===== src/rtl/reg_bank_8088.sv =====
// 8088-style register bank: eight 16-bit registers with byte/word writes and
// two registered, write-first read ports sharing a one-cycle valid pulse.
module reg_bank_8088 (
   input  logic        clk,
   input  logic        rst,
   input  logic        we,
   input  logic        WAL,
   input  logic        WAH,
   input  logic        WBL,
   input  logic        WBH,
   input  logic        WCL,
   input  logic        WCH,
   input  logic        WDL,
   input  logic        WDH,
   input  logic        WSP,
   input  logic        WBP,
   input  logic        WDI,
   input  logic        WSI,
   input  logic [15:0] din,
   input  logic        rd_en,
   input  logic [3:0]  rd_sel_a,
   input  logic [3:0]  rd_sel_b,
   output logic [15:0] dout_a,
   output logic [15:0] dout_b,
   output logic        dout_valid,
   output logic        wr_err
);

   // Register index follows the word-select encoding: AX CX DX BX SP BP SI DI.
   logic [7:0][15:0] regs_q, regs_d;
   logic [7:0]       wl, wh, hit;
   logic             legal, wr_go;
   logic [15:0]      dout_a_q, dout_a_d, dout_b_q, dout_b_d;
   logic             dout_valid_q, wr_err_q;

   function automatic logic [15:0] rd_mux(input logic [7:0][15:0] r, input logic [3:0] s);
      logic [15:0] w;
      w = r[{1'b0, s[1:0]}];
      if (s[3])      rd_mux = r[s[2:0]];
      else if (s[2]) rd_mux = {8'h00, w[15:8]};
      else           rd_mux = {8'h00, w[7:0]};
   endfunction

   always_comb begin
      wl    = {WDI, WSI, WBP, WSP, WBL, WDL, WCL, WAL};
      wh    = {WDI, WSI, WBP, WSP, WBH, WDH, WCH, WAH};
      hit   = wl | wh;
      // Exactly one register touched is legal; zero or several is an error.
      legal = $onehot(hit);
      wr_go = we & legal;
      regs_d = regs_q;
      for (int i = 0; i < 8; i++) begin
         if (wr_go && wl[i]) regs_d[i][7:0] = din[7:0];
         // A lone high-byte write takes its data from din[7:0].
         if (wr_go && wh[i]) regs_d[i][15:8] = wl[i] ? din[15:8] : din[7:0];
      end
      // Reads look at next-state so a same-edge write is visible.
      dout_a_d = rd_en ? rd_mux(regs_d, rd_sel_a) : dout_a_q;
      dout_b_d = rd_en ? rd_mux(regs_d, rd_sel_b) : dout_b_q;
   end

   always_ff @(posedge clk) begin
      if (rst) begin
         regs_q       <= '0;
         dout_a_q     <= '0;
         dout_b_q     <= '0;
         dout_valid_q <= 1'b0;
         wr_err_q     <= 1'b0;
      end else begin
         regs_q       <= regs_d;
         dout_a_q     <= dout_a_d;
         dout_b_q     <= dout_b_d;
         dout_valid_q <= rd_en;
         wr_err_q     <= wr_err_q | (we & ~legal);
      end
   end

   assign dout_a     = dout_a_q;
   assign dout_b     = dout_b_q;
   assign dout_valid = dout_valid_q;
   assign wr_err     = wr_err_q;

endmodule


===== config.mk =====
export PLATFORM = sky130hd
export DESIGN_NAME = reg_bank_8088
export DESIGN_NICKNAME = d
export VERILOG_FILES = /design/src/rtl/reg_bank_8088.sv
export SDC_FILE = /design/constraint.sdc
export NUM_CORES = 1
export LEC_CHECK = 0
export ABC_AREA = 1
export CAP_MARGIN = 20
export CELL_PAD_IN_SITES_DETAIL_PLACEMENT = 1
export CELL_PAD_IN_SITES_GLOBAL_PLACEMENT = 1
export CORE_MARGIN = 5
export CORE_UTILIZATION = 35
export DETAILED_ROUTE_END_ITERATION = 10
export GPL_TIMING_DRIVEN = 0
export PLACE_DENSITY = 0.75
export SLEW_MARGIN = 5
export SYNTH_ARGS = -nofsm -noshare
export SYNTH_HDL_FRONTEND = slang
export SYNTH_SLANG_ARGS = --single-unit

===== constraint.sdc =====
create_clock -name clk -period 8.9 [get_ports clk]
set_clock_uncertainty 0.1 [all_clocks]
set_input_delay 1.78 -clock clk [delete_from_list [all_inputs] [get_ports clk]]
set_output_delay 1.78 -clock clk [all_outputs]
set_load 0.05 [all_outputs]

# Word-level counts from Yosys, hierarchy flattened
# Index checks and enable logic that the tools add are counted.
# Widths: inputs -> output; s select.
totals:
  romBits: 0
  memories: 0
  mem_bits_rw: 0
  register_bits: 162
  latch_bits: 0
op_classes:
  n_shift: 0
  eq_ne: 1
  n_reduce_logical: 12
  mul: 0
  addsub: 7
  bitwise_logic: 5
  n_div: 0
  order_cmp: 4
  mux: 36
op_table:
  columns: ["cell", "n"]
  rows:
  - ["$mux 8", 26]
  - ["$bmux 16 s3", 2]
  - ["$mux 16", 6]
  - ["$bmux 16 s2", 2]
  - ["$logic_and 1x1->1", 12]
  - ["$add 1x1->2", 4]
  - ["$lt 2x4->1 const B", 2]
  - ["$lt 3x4->1 const B", 2]
  - ["$or 8x8->8", 1]
  - ["$add 2x2->3", 2]
  - ["$add 3x3->4", 1]
  - ["$eq 4x1->1 const B", 1]
  - ["$and 1x1->1", 2]
  - ["$not 1->1", 1]
  - ["$or 1x1->1", 1]

# Longest topological paths before layout
# Gate-level depths: netlist of the first run.
logic_depth:
  ltp_word: 12
  depth_mapped: 24

# Least setup slack after synthesis of the first run
# OpenSTA, ideal clock, no wires.
synth_path:
  path_kind: "input -> register"
  from: "input WBL"
  to: "register dout_a_q[0], in the netlist dout_a[0]"
  required_time_ns: 8.733
  setup_slack_ns: 2.786
  stages: 22
  t_arrival_ns: 5.947
  path_cell_list: "clkbuf_1 > clkbuf_1 > or2_2 > fa_1 > inv_1 > fa_1 > inv_1 > fa_1 > ha_1 > inv_1 > fa_1 > nand2_1 > nor2_4 > buf_6 > nand4_2 > inv_1 > nand2_1 > nand3_1 > nand3_1 > nand3_1 > nand3_1 > a21oi_2"
synth_via:
  elab_chain_cells: 12
  word_cells_on_any_way: 37
synth_lines:
  columns: ["element", "line", "rtl"]
  rows:
  - ["start: declaration", "9", "input logic WBL,"]
  - ["$or 8x8->8", "47", "hit = wl | wh;"]
  - ["$add 1x1->2 (not written as such)", "49", "legal = $onehot(hit);"]
  - ["$add 2x2->3 (not written as such)", "49", null]
  - ["$add 3x3->4 (not written as such)", "49", null]
  - ["$eq 4x1->1", "49", null]
  - ["$and 1x1->1", "50", "wr_go = we & legal;"]
  - ["$logic_and 1x1->1, on equally long branches", "53, 55", null]
  - ["$mux 8, on equally long branches", "53, 55", null]
  - ["$bmux 16 s2", "38", "w = r[{1'b0, s[1:0]}];"]
  - ["$mux 16 (not written as such)", "38", null]
  - ["$mux 8", "40", "else if (s[2]) rd_mux = {8'h00, w[15:8]};"]
  - ["$mux 16 *", "39", "if (s[3]) rd_mux = r[s[2:0]];"]
  - ["end signal: assignment", "71", "dout_a_q <= dout_a_d;"]
  - ["end: declaration", "33", "logic [15:0] dout_a_q, dout_a_d, dout_b_q, dout_b_d;"]
# Mark *: on every way between the ends. The rest lies on a longest branch, timed or not. The select of a mux whose other input is x is not followed.
# A chain may end at the register's enable or synchronous reset.

# Final worst setup path of the first run
layout_path:
  from: "input WBH"
  to: "register dout_b_q[9], in the netlist dout_b[9]"
layout_via:
  elab_chain_cells: 11
  word_cells_on_any_way: 25
layout_lines:
  columns: ["element", "line", "rtl"]
  rows:
  - ["start: declaration", "10", "input logic WBH,"]
  - ["$or 8x8->8", "47", null]
  - ["$add 1x1->2 (not written as such)", "49", null]
  - ["$add 2x2->3 (not written as such)", "49", null]
  - ["$add 3x3->4 (not written as such)", "49", null]
  - ["$eq 4x1->1", "49", null]
  - ["$and 1x1->1", "50", null]
  - ["$logic_and 1x1->1", "55", "if (wr_go && wh[i]) regs_d[i][15:8] = wl[i] ? din[15:8] : din[7:0];"]
  - ["$mux 8", "55", null]
  - ["$bmux 16 s3 *", "39", null]
  - ["$mux 16 (not written as such) *", "39", null]
  - ["$mux 16 *", "39", null]
  - ["end signal: assignment", "72", "dout_b_q <= dout_b_d;"]
  - ["end: declaration", "33", null]
# Marked as above.

==> flow_metrics.tcl, run 1 <==
set metrics [dict create \
    synthTopCellsByCount "487 x nand3_1, 278 x nand2_1, 162 x dfxtp_1, 138 x a21oi_1, 97 x inv_1" \
    rows 60 \
    grt_pass1_vias 11300 \
    ir_drop_v 0.000115 \
    max_stage_delay_ps 590 \
    dr.pass1.iters 5 \
    hpwl_um 34400 \
    h-tree-depth 4 \
    r2r-start "regs_q[77]" \
    hold_viol_final 0 \
    clockBufferDepth 2 \
    worst_slew_pin_slew_ps 919 \
    ant_nets 0 \
    die_x_um 175 \
    critPathLaunch "WBH" \
    cts_tree "done" \
    vias 11500 \
    grt_max_degree 17 \
    finalSetupTns_ps 0 \
    overflow 0 \
    n_fill_cell 3518 \
    leakagePower_nw 4.60 \
    end_kind "register" \
    yosys.area.top_type "dfxtp_1" \
    boundaryPins 74 \
    cts-root-buf "clkbuf_16" \
    grt_setup_unrepaired "false" \
    fin_crit_ps 7130 \
    start_util_pct 35.5 \
    ys_types 26 \
    layout-area-overhead-vs-synth_pct 16.0 \
    finalMaxSlewViolations 0 \
    drive_gt1_share_pct 7.36 \
    grt_pass1_wl_um 68700 \
    start_kind "input port" \
    status "complete, no violations" \
    period_share_pct 80.1 \
    rrSetupSlack_ps 7480 \
    insertedDiodeCount 0 \
    fp.dieH_um 175 \
    ctsHoldBuffers 0 \
    drtIter0Drc 1229 \
    powerDensity_nw_per_um2 199 \
    drcViolationCount 0 \
    cts_inserted_buffers 17 \
    required_ps 9160 \
    routed_wl_um 45900 \
    synth-async-reset-ratio_pct 0 \
    crit_family "adder cells" \
    synth_nets 1524 \
    min-delay-path-class "reg2reg" \
    instances_no_fill 1904 \
    maxSlewHeadroom_pct 38.7 \
    synth_area_leaders "dfxtp_1 34%, nand3_1 26%, nand2_1 11%, a21oi_1 7.2%, nand4_1 3.9%" \
    postCtsSetupBuffers 0 \
    wire_per_inst_um 24.1 \
    port_buffers 54 \
    antenna_found_initial 0 \
    cp_max_fo 10 \
    fmax_ghz 0.140 \
    synth_most_common_cell "nand3_1" \
    regArea_um2 3240 \
    crit_path_top_delay_cell "fa_1" \
    finalPower_w 0.00221 \
    cts_sinks 162 \
    avgSynthCellArea_um2 6.47 \
    hp-start "dout_a[8]" \
    synth_top_area_share_pct 33.9 \
    multi_input_area_um2 5390 \
    yosysSeqAreaShare_pct 33.9 \
    worstPathArrival_ps 7400 \
    fin_nets 1597 \
    synth_enable_flop_cells 0 \
    synthCells 1477 \
    vias_per_cell 6.04 \
    maxCapViolCount 0 \
    cts_resized 0 \
    synth_ff_type "dfxtp_1" \
    clk_pin_slew_ps 70 \
    ys_warn_count 0 \
    gp_congestion 1.01 \
    grtUsageTotal_pct 29.3 \
    die-area_um2 30700 \
    insertion_delay_ps 450 \
    worstSetupPathType "in2reg" \
    ys_ff_latch 162 \
    place_inst 1872 \
    setup_violations 0 \
    path_cells "clkdlybuf4s50_1 -> or2_2 -> fa_1 -> inv_1 -> fa_1 -> inv_1 -> fa_1 -> ha_1 -> inv_1 -> fa_1 -> nor2_1 -> nand2_1 -> nand2_1 -> nand4_1 -> inv_1 -> buf_2 -> nand2_1 -> nand3_1 -> nand3_1 -> nand3_1 -> nand3_1 -> a21oi_1" \
    synthesis.area_um2 9560 \
    crit_buf_inv 6 \
    core_um2 27000 \
]
-- worst reg2reg max path, delay by kind of cell, from the launching register on --
family / cells / cell delay, ps
simple gates: 5 / 600
flops: 1 / 310
compound gates: 2 / 300
buf+inv: 1 / 40
-- cell families after synthesis --
kind of cell,Yosys count,synth area share (%)
adder cells (fa/ha/maj),7,1.23
AO/OA/AOI/OAI,178,9.95
flip-flops,162,33.9
AND/OR/NAND/NOR,915,45.2
buffers and inverters,215,9.65
-- registers in the layout (all words and copies together) (netlist names) --
name and count:
dout_b 16, wr_err 1, dout_a 16, dout_valid 1, regs_q 128
-- power by group --
group,switching [W],leakage [nW],internal [W]
clock network,0.000352,0.275,0.000396
registers,0.0000173,1.31,0.000775
logic,0.000473,3.01,0.000191
-- stage by stage --
stage	setup WS [ps]	hold WS (ps)	utilization, %	cell area (µm²)
after floorplan	2790	373	-	9560
after global placement	1450	364	39.1	10500
after detailed placement	1360	366	39.1	10500
after CTS	1780	381	41.2	11100
after global routing	1470	413	41.2	11100
final	1770	378	41.2	11100
-- final cells by class --
type                       instances  area share (%)
multi-input combinational       1100            48.6
sequential                       162            29.2
buffer                           114            4.90
timing repair buffer              54            4.87
clock buffer                      18            3.96
tap                              341            3.85
inverter                         101            3.42
clock inverter                    14            1.15
-- final timing paths --
| path | endpoint | cells past startpoint |
|---|---|---|
| worst max register to register | dout_b[13] | 8 |
| worst min-delay path | dout_a[8] | 2 |
| worst max-delay path | dout_b[9] | 22 |
| worst min register to register | dout_a[8] | 2 |
-- routing by layer --
layer | track usage [%] | share of wire (%) | vias up
met4 | 14.0 | 4.9 | 0
met2 | 46.5 | 45 | 572
met5 | 0 | 0 | -
met1 | 39.1 | 43 | 5567
met3 | 4.65 | 8.0 | 141
li1 | - | - | 5221
-- cell usage in the layout, fill, tap and decap left out, drive strengths merged, types with 26 or more instances in the layout --
cell	netlist	final
nand3	487	487
nand4	65	65
a21oi	152	152
nor2	71	71
inv	100	105
buf	57	57
o21ai	26	26
nand2	288	288
clkdlybuf4s50	0	54
clkbuf	57	75
dfxtp	162	162
Power figures use the tool's default switching activity.
==> run 2: changes to the inputs <==
PLACE_DENSITY = 0.78   (was 0.75)
clock period = 5.7 ns   (was 8.9 ns; I/O delays follow)
==> flow_metrics.tcl, run 2 (synthesized netlist as in run 1, its figures left out) <==
set metrics [dict create \
    insertion_delay_ps 450 \
    cp_max_fo 10 \
    cts_inserted_buffers 17 \
    required_ps 5980 \
    dr.pass1.iters 5 \
    boundaryPins 74 \
    drive_gt1_share_pct 14.1 \
    insertedDiodeCount 0 \
    worstSetupPathType "in2reg" \
    drcViolationCount 0 \
    vias 11800 \
    grt_max_degree 17 \
    fp.dieH_um 175 \
    ir_drop_v 0.000187 \
    final_common_cell "nand3_1" \
    finish.utilization_pct 44.2 \
    seq_power_share_pct 33.1 \
    gp_congestion 0.992 \
    grt_pass1_vias 11700 \
    start_util_pct 35.5 \
    maxCapViolCount 0 \
    finalMaxSlewViolations 0 \
    power.switching_w 0.00136 \
    hpwl_um 34500 \
    cts-root-buf "clkbuf_16" \
    antenna_found_initial 0 \
    start_kind "input port" \
    n_fill_cell 3488 \
    switching_share_pct 36.2 \
    port_buffers 54 \
    overflow 0 \
    clk_pin_slew_ps 70 \
    crit_buf_inv 7 \
    multi_input_area_um2 5760 \
    status "complete, no violations" \
    ant_nets 0 \
    cts_tree "done" \
    clockBufferDepth 2 \
    worstPathArrival_ps 5880 \
    top_register "regs_q" \
    leakagePower_nw 4.92 \
    layout-area-overhead-vs-synth_pct 24.5 \
    setup_violations 0 \
    regArea_um2 3240 \
    finalPower_w 0.00374 \
    die-area_um2 30700 \
    fin_crit_ps 5600 \
    h-tree-depth 4 \
    grt_setup_unrepaired "true" \
    crit_family "adder cells" \
    vias_per_cell 6.11 \
    drtIter0Drc 1159 \
    grt_pass1_wl_um 69400 \
    end_kind "register" \
    fin_nets 1621 \
    fmax_ghz 0.179 \
    p_int_w 0.00239 \
    min-delay-path-class "reg2reg" \
    grtUsageTotal_pct 29.5 \
    comb_power_share_pct 31.9 \
    rows 60 \
    routed_wl_um 47000 \
    worst_slew_pin_slew_ps 1010 \
    crit_path_top_delay_cell "fa_2" \
    hold_viol_final 0 \
    wire_per_inst_um 24.4 \
    cts_sinks 162 \
    powerDensity_nw_per_um2 315 \
    path_cells "buf_2 -> buf_8 -> or2_2 -> fa_1 -> inv_1 -> fa_1 -> inv_1 -> fa_1 -> ha_2 -> inv_1 -> fa_2 -> nand2_1 -> nor2_4 -> nand4_1 -> buf_6 -> buf_4 -> nand2_1 -> o21ai_0 -> nand2_1 -> nand3_1 -> nand3_1 -> nand3_2 -> a21oi_2" \
    largest_register_ffs 128 \
    core_um2 27000 \
    final_cell_mix "422 x nand3_1, 275 x nand2_1, 162 x dfxtp_1" \
    max_stage_delay_ps 560 \
    maxSlewHeadroom_pct 32.5 \
    period_share_pct 98.2 \
    die_x_um 175 \
    clkPwrFrac_pct 35.0 \
]
-- run 2: changes by cell type in the layout (fill, tap and decap cells not counted), moves of 5 or more --
cell      delta
nand3_1     -65
nand3_2     +64
buf_4       +21
buf_2       -10
buf_8        +7
inv_1        -7
buf_6        +6
buf_12       +5
clkbuf_1     -5
-- run 2: metal layers --
metal	wire length, µm	global-route usage, %	vias up	part of all wire [%]
met3	4290	6.33	166	9.1
met1	19000	37.3	5662	41
li1	-	-	5277	-
met5	0	0	-	0
met2	20700	46.2	667	44
met4	2900	17.7	0	6.2
-- run 2: path summary, 6_finish.rpt --
kind	depth (start not counted)	end	start	slack [ps]
max	23	dout_a[13]	WBL	100
min	2	wr_err	wr_err	380
max reg2reg	8	dout_a[13]	regs_q[77]	4340
min reg2reg	2	wr_err	wr_err	380
-- run 2: stage by stage --
step	hold WS, ps	setup slack, ps	cells	instance area, µm²	TNS (ps)
after floorplan	373	226	1477	9560	0
after CTS	381	1.61	1917	11400	0
after global placement	361	-1100	1872	10500	-63180
after global routing	399	-47.5	1928	11900	-214
final	378	103	1928	11900	0
after detailed placement	366	-1220	1872	10500	-82890
-- run 2: timing repair --
action                     in CTS  in global routing
setup buffers                  14                 10
gates resized for setup        52                 92
setup endpoints to repair      57                 32
hold buffers                    0                  0
cloned                          0                  1
pin swaps                       3                 19
-- run 2: worst register-to-register path, stage by stage (launching register included) --
cell     delay [ps]
dfxtp_1         310
inv_1            30
nand2_1          50
o21ai_0         140
nand2_1         120
nand3_1         130
nand3_1         140
nand3_2         140
a21oi_2         140
-- run 2: final cells by class --
| type | instances | share of cell area, % |
|---|---|---|
| clock inverters | 11 | 1.48 |
| inverters | 101 | 3.25 |
| plain buffers | 113 | 5.52 |
| clock buffers | 21 | 3.95 |
| well taps | 341 | 3.58 |
| multi-input cells | 1100 | 48.4 |
| repair buffers | 79 | 6.55 |
| flip-flops and latches | 162 | 27.2 |
-- run 2: power by group through the flow --
| stage | logic [W] | registers (W) | clock network, W |
|---|---|---|---|
| CTS | 0.00108 | 0.00124 | 0.00131 |
| finish | 0.00119 | 0.00124 | 0.00131 |
| detailed placement | 0.00101 | 0.00126 | 0 |
| global placement | 0.000980 | 0.00126 | 0 |
| global route | 0.00127 | 0.00124 | 0.00135 |
| floorplan | 0.000624 | 0.00131 | 0 |
==> run 3: changes to the inputs <==
GPL_TIMING_DRIVEN = unset   (was 0)
==> flow_metrics.tcl, run 3 (synthesized netlist as in run 1, its figures left out) <==
set metrics [dict create \
    overflow 0 \
    fmax_ghz 0.176 \
    hpwl_um 30500 \
    ant_nets 0 \
    hold_ws_ps 377 \
    clockBufferDepth 2 \
    worstPathArrival_ps 5950 \
    wire_per_inst_um 22.7 \
    maxCapViolCount 0 \
    antenna_found_initial 0 \
    hold_depth 2 \
    hold_viol_final 0 \
    place_inst 1985 \
    n_fill_cell 3479 \
    p_int_w 0.00236 \
    insertedDiodeCount 0 \
    final_common_cell "nand3_1" \
    largest_register_ffs 128 \
    fin_nets 1723 \
    h-tree-depth 4 \
    wl_met1_um 18900 \
    end_kind "register" \
    vias 12200 \
    core_um2 27000 \
    period_share_pct 99.5 \
    r2r_cells 6 \
    cts_sinks 162 \
    dr.pass1.iters 5 \
    worstSetupPathType "in2reg" \
    fin_crit_ps 5670 \
    gp_congestion 0.887 \
    seq_power_share_pct 33.2 \
    switching_share_pct 36.9 \
    power.switching_w 0.00138 \
    status "complete, no violations" \
    die_x_um 175 \
    finalPower_w 0.00374 \
    setup_violations 0 \
    worst_slew_pin_slew_ps 1080 \
    cp_max_fo 9 \
    drtIter0Drc 1136 \
    boundaryPins 74 \
    required_ps 5980 \
    routed-wl-met3_um 3520 \
    grtUsageTotal_pct 29.2 \
    maxSlewHeadroom_pct 27.8 \
    die-area_um2 30700 \
    port_buffers 73 \
    grt_pass1_wl_um 70500 \
    rows 60 \
    comb_power_share_pct 35.1 \
    cts_inserted_buffers 17 \
    clkPwrFrac_pct 31.7 \
    start_util_pct 35.5 \
    grt_setup_unrepaired "true" \
    grt_pass1_vias 12400 \
    wl_met2_um 21100 \
    drcViolationCount 0 \
    min-delay-path-class "reg2reg" \
    finalMaxSlewViolations 0 \
    top_layer_used "met4" \
    fp.dieH_um 175 \
    layout-area-overhead-vs-synth_pct 33.1 \
    drive_gt1_share_pct 18.8 \
    insertion_delay_ps 440 \
    top_register "regs_q" \
    start_kind "input port" \
    powerDensity_nw_per_um2 294 \
    final_cell_mix "472 x nand3_1, 276 x nand2_1, 203 x buf_4" \
    routed_wl_um 46200 \
    instances_no_fill 2030 \
    cts_tree "done" \
    leakagePower_nw 5.55 \
    ir_drop_v 0.000129 \
    vias_per_cell 6.00 \
    cts-root-buf "clkbuf_16" \
    grt_max_degree 104 \
    clk_pin_slew_ps 70 \
]
==> run 3: stage by stage <==
| step | TNS (ps) | worst slack, ps | area (µm²) | utilization (%) |
|---|---|---|---|---|
| 6_report | 0 | 25.7 | 12700 | 47.2 |
| 5_1_grt | -2090 | -141 | 12700 | 47.2 |
| 4_1_cts | -58.8 | -29.2 | 12600 | 46.7 |
| 3_5_place_dp | -23010 | -517 | 11900 | 44.1 |
| 3_3_place_gp | -10600 | -351 | 11900 | 44.1 |
| 2_1_floorplan | 0 | 226 | 9560 | - |
==> run 3: layout make-up <==
type	instances	area (µm²)	area share, %
inverters	101	379	2.98
clock inverters	14	143	1.12
repair buffers	294	2610	20.5
clock buffers	18	439	3.45
multi-input cells	1100	5490	43.1
well taps	341	427	3.35
flip-flops and latches	162	3240	25.5
==> run 3: timing repair <==
item,CTS,global route
resized for setup,11,24
setup endpoints to repair,10,33
pin swaps,1,11
cloned,1,1
buffers inserted,6,6
hold buffers,0,0
==> run 3: power groups by stage <==
stage               registers [W]  logic [W]  clock network (W)
finish                    0.00124    0.00131            0.00118
global route              0.00125    0.00140            0.00124
CTS                       0.00124    0.00125            0.00119
detailed placement        0.00127    0.00120                  0
global placement          0.00126    0.00116                  0
floorplan                 0.00131   0.000624                  0
==> run 3: final timing paths <==
| path | slack [ps] | to | from |
|---|---|---|---|
| worst min register to register | 380 | wr_err | wr_err |
| worst max register to register | 4270 | dout_b[1] | regs_q[57] |
| worst max-delay path | 30 | dout_b[1] | WAH |
| worst min-delay path | 380 | wr_err | wr_err |
==> run 3: metal layers <==
metal  vias up  track usage, %
met5         -               0
met4         0            15.2
met3       163            4.61
met2       569            47.0
met1      5987            37.8
li1       5455               -
==> run 3: critical path, cell delays in order <==
cell,delay (ps)
clkdlybuf4s50_1,420
or2_4,260
fa_1,470
inv_1,50
fa_1,480
inv_1,60
fa_1,490
ha_2,190
inv_1,60
fa_2,570
nand2_2,80
nor2_4,150
buf_12,150
nand4_2,170
inv_1,220
nand2_1,140
nand3_1,110
nand3_1,140
nand3_1,240
nand3_1,160
a21oi_1,180
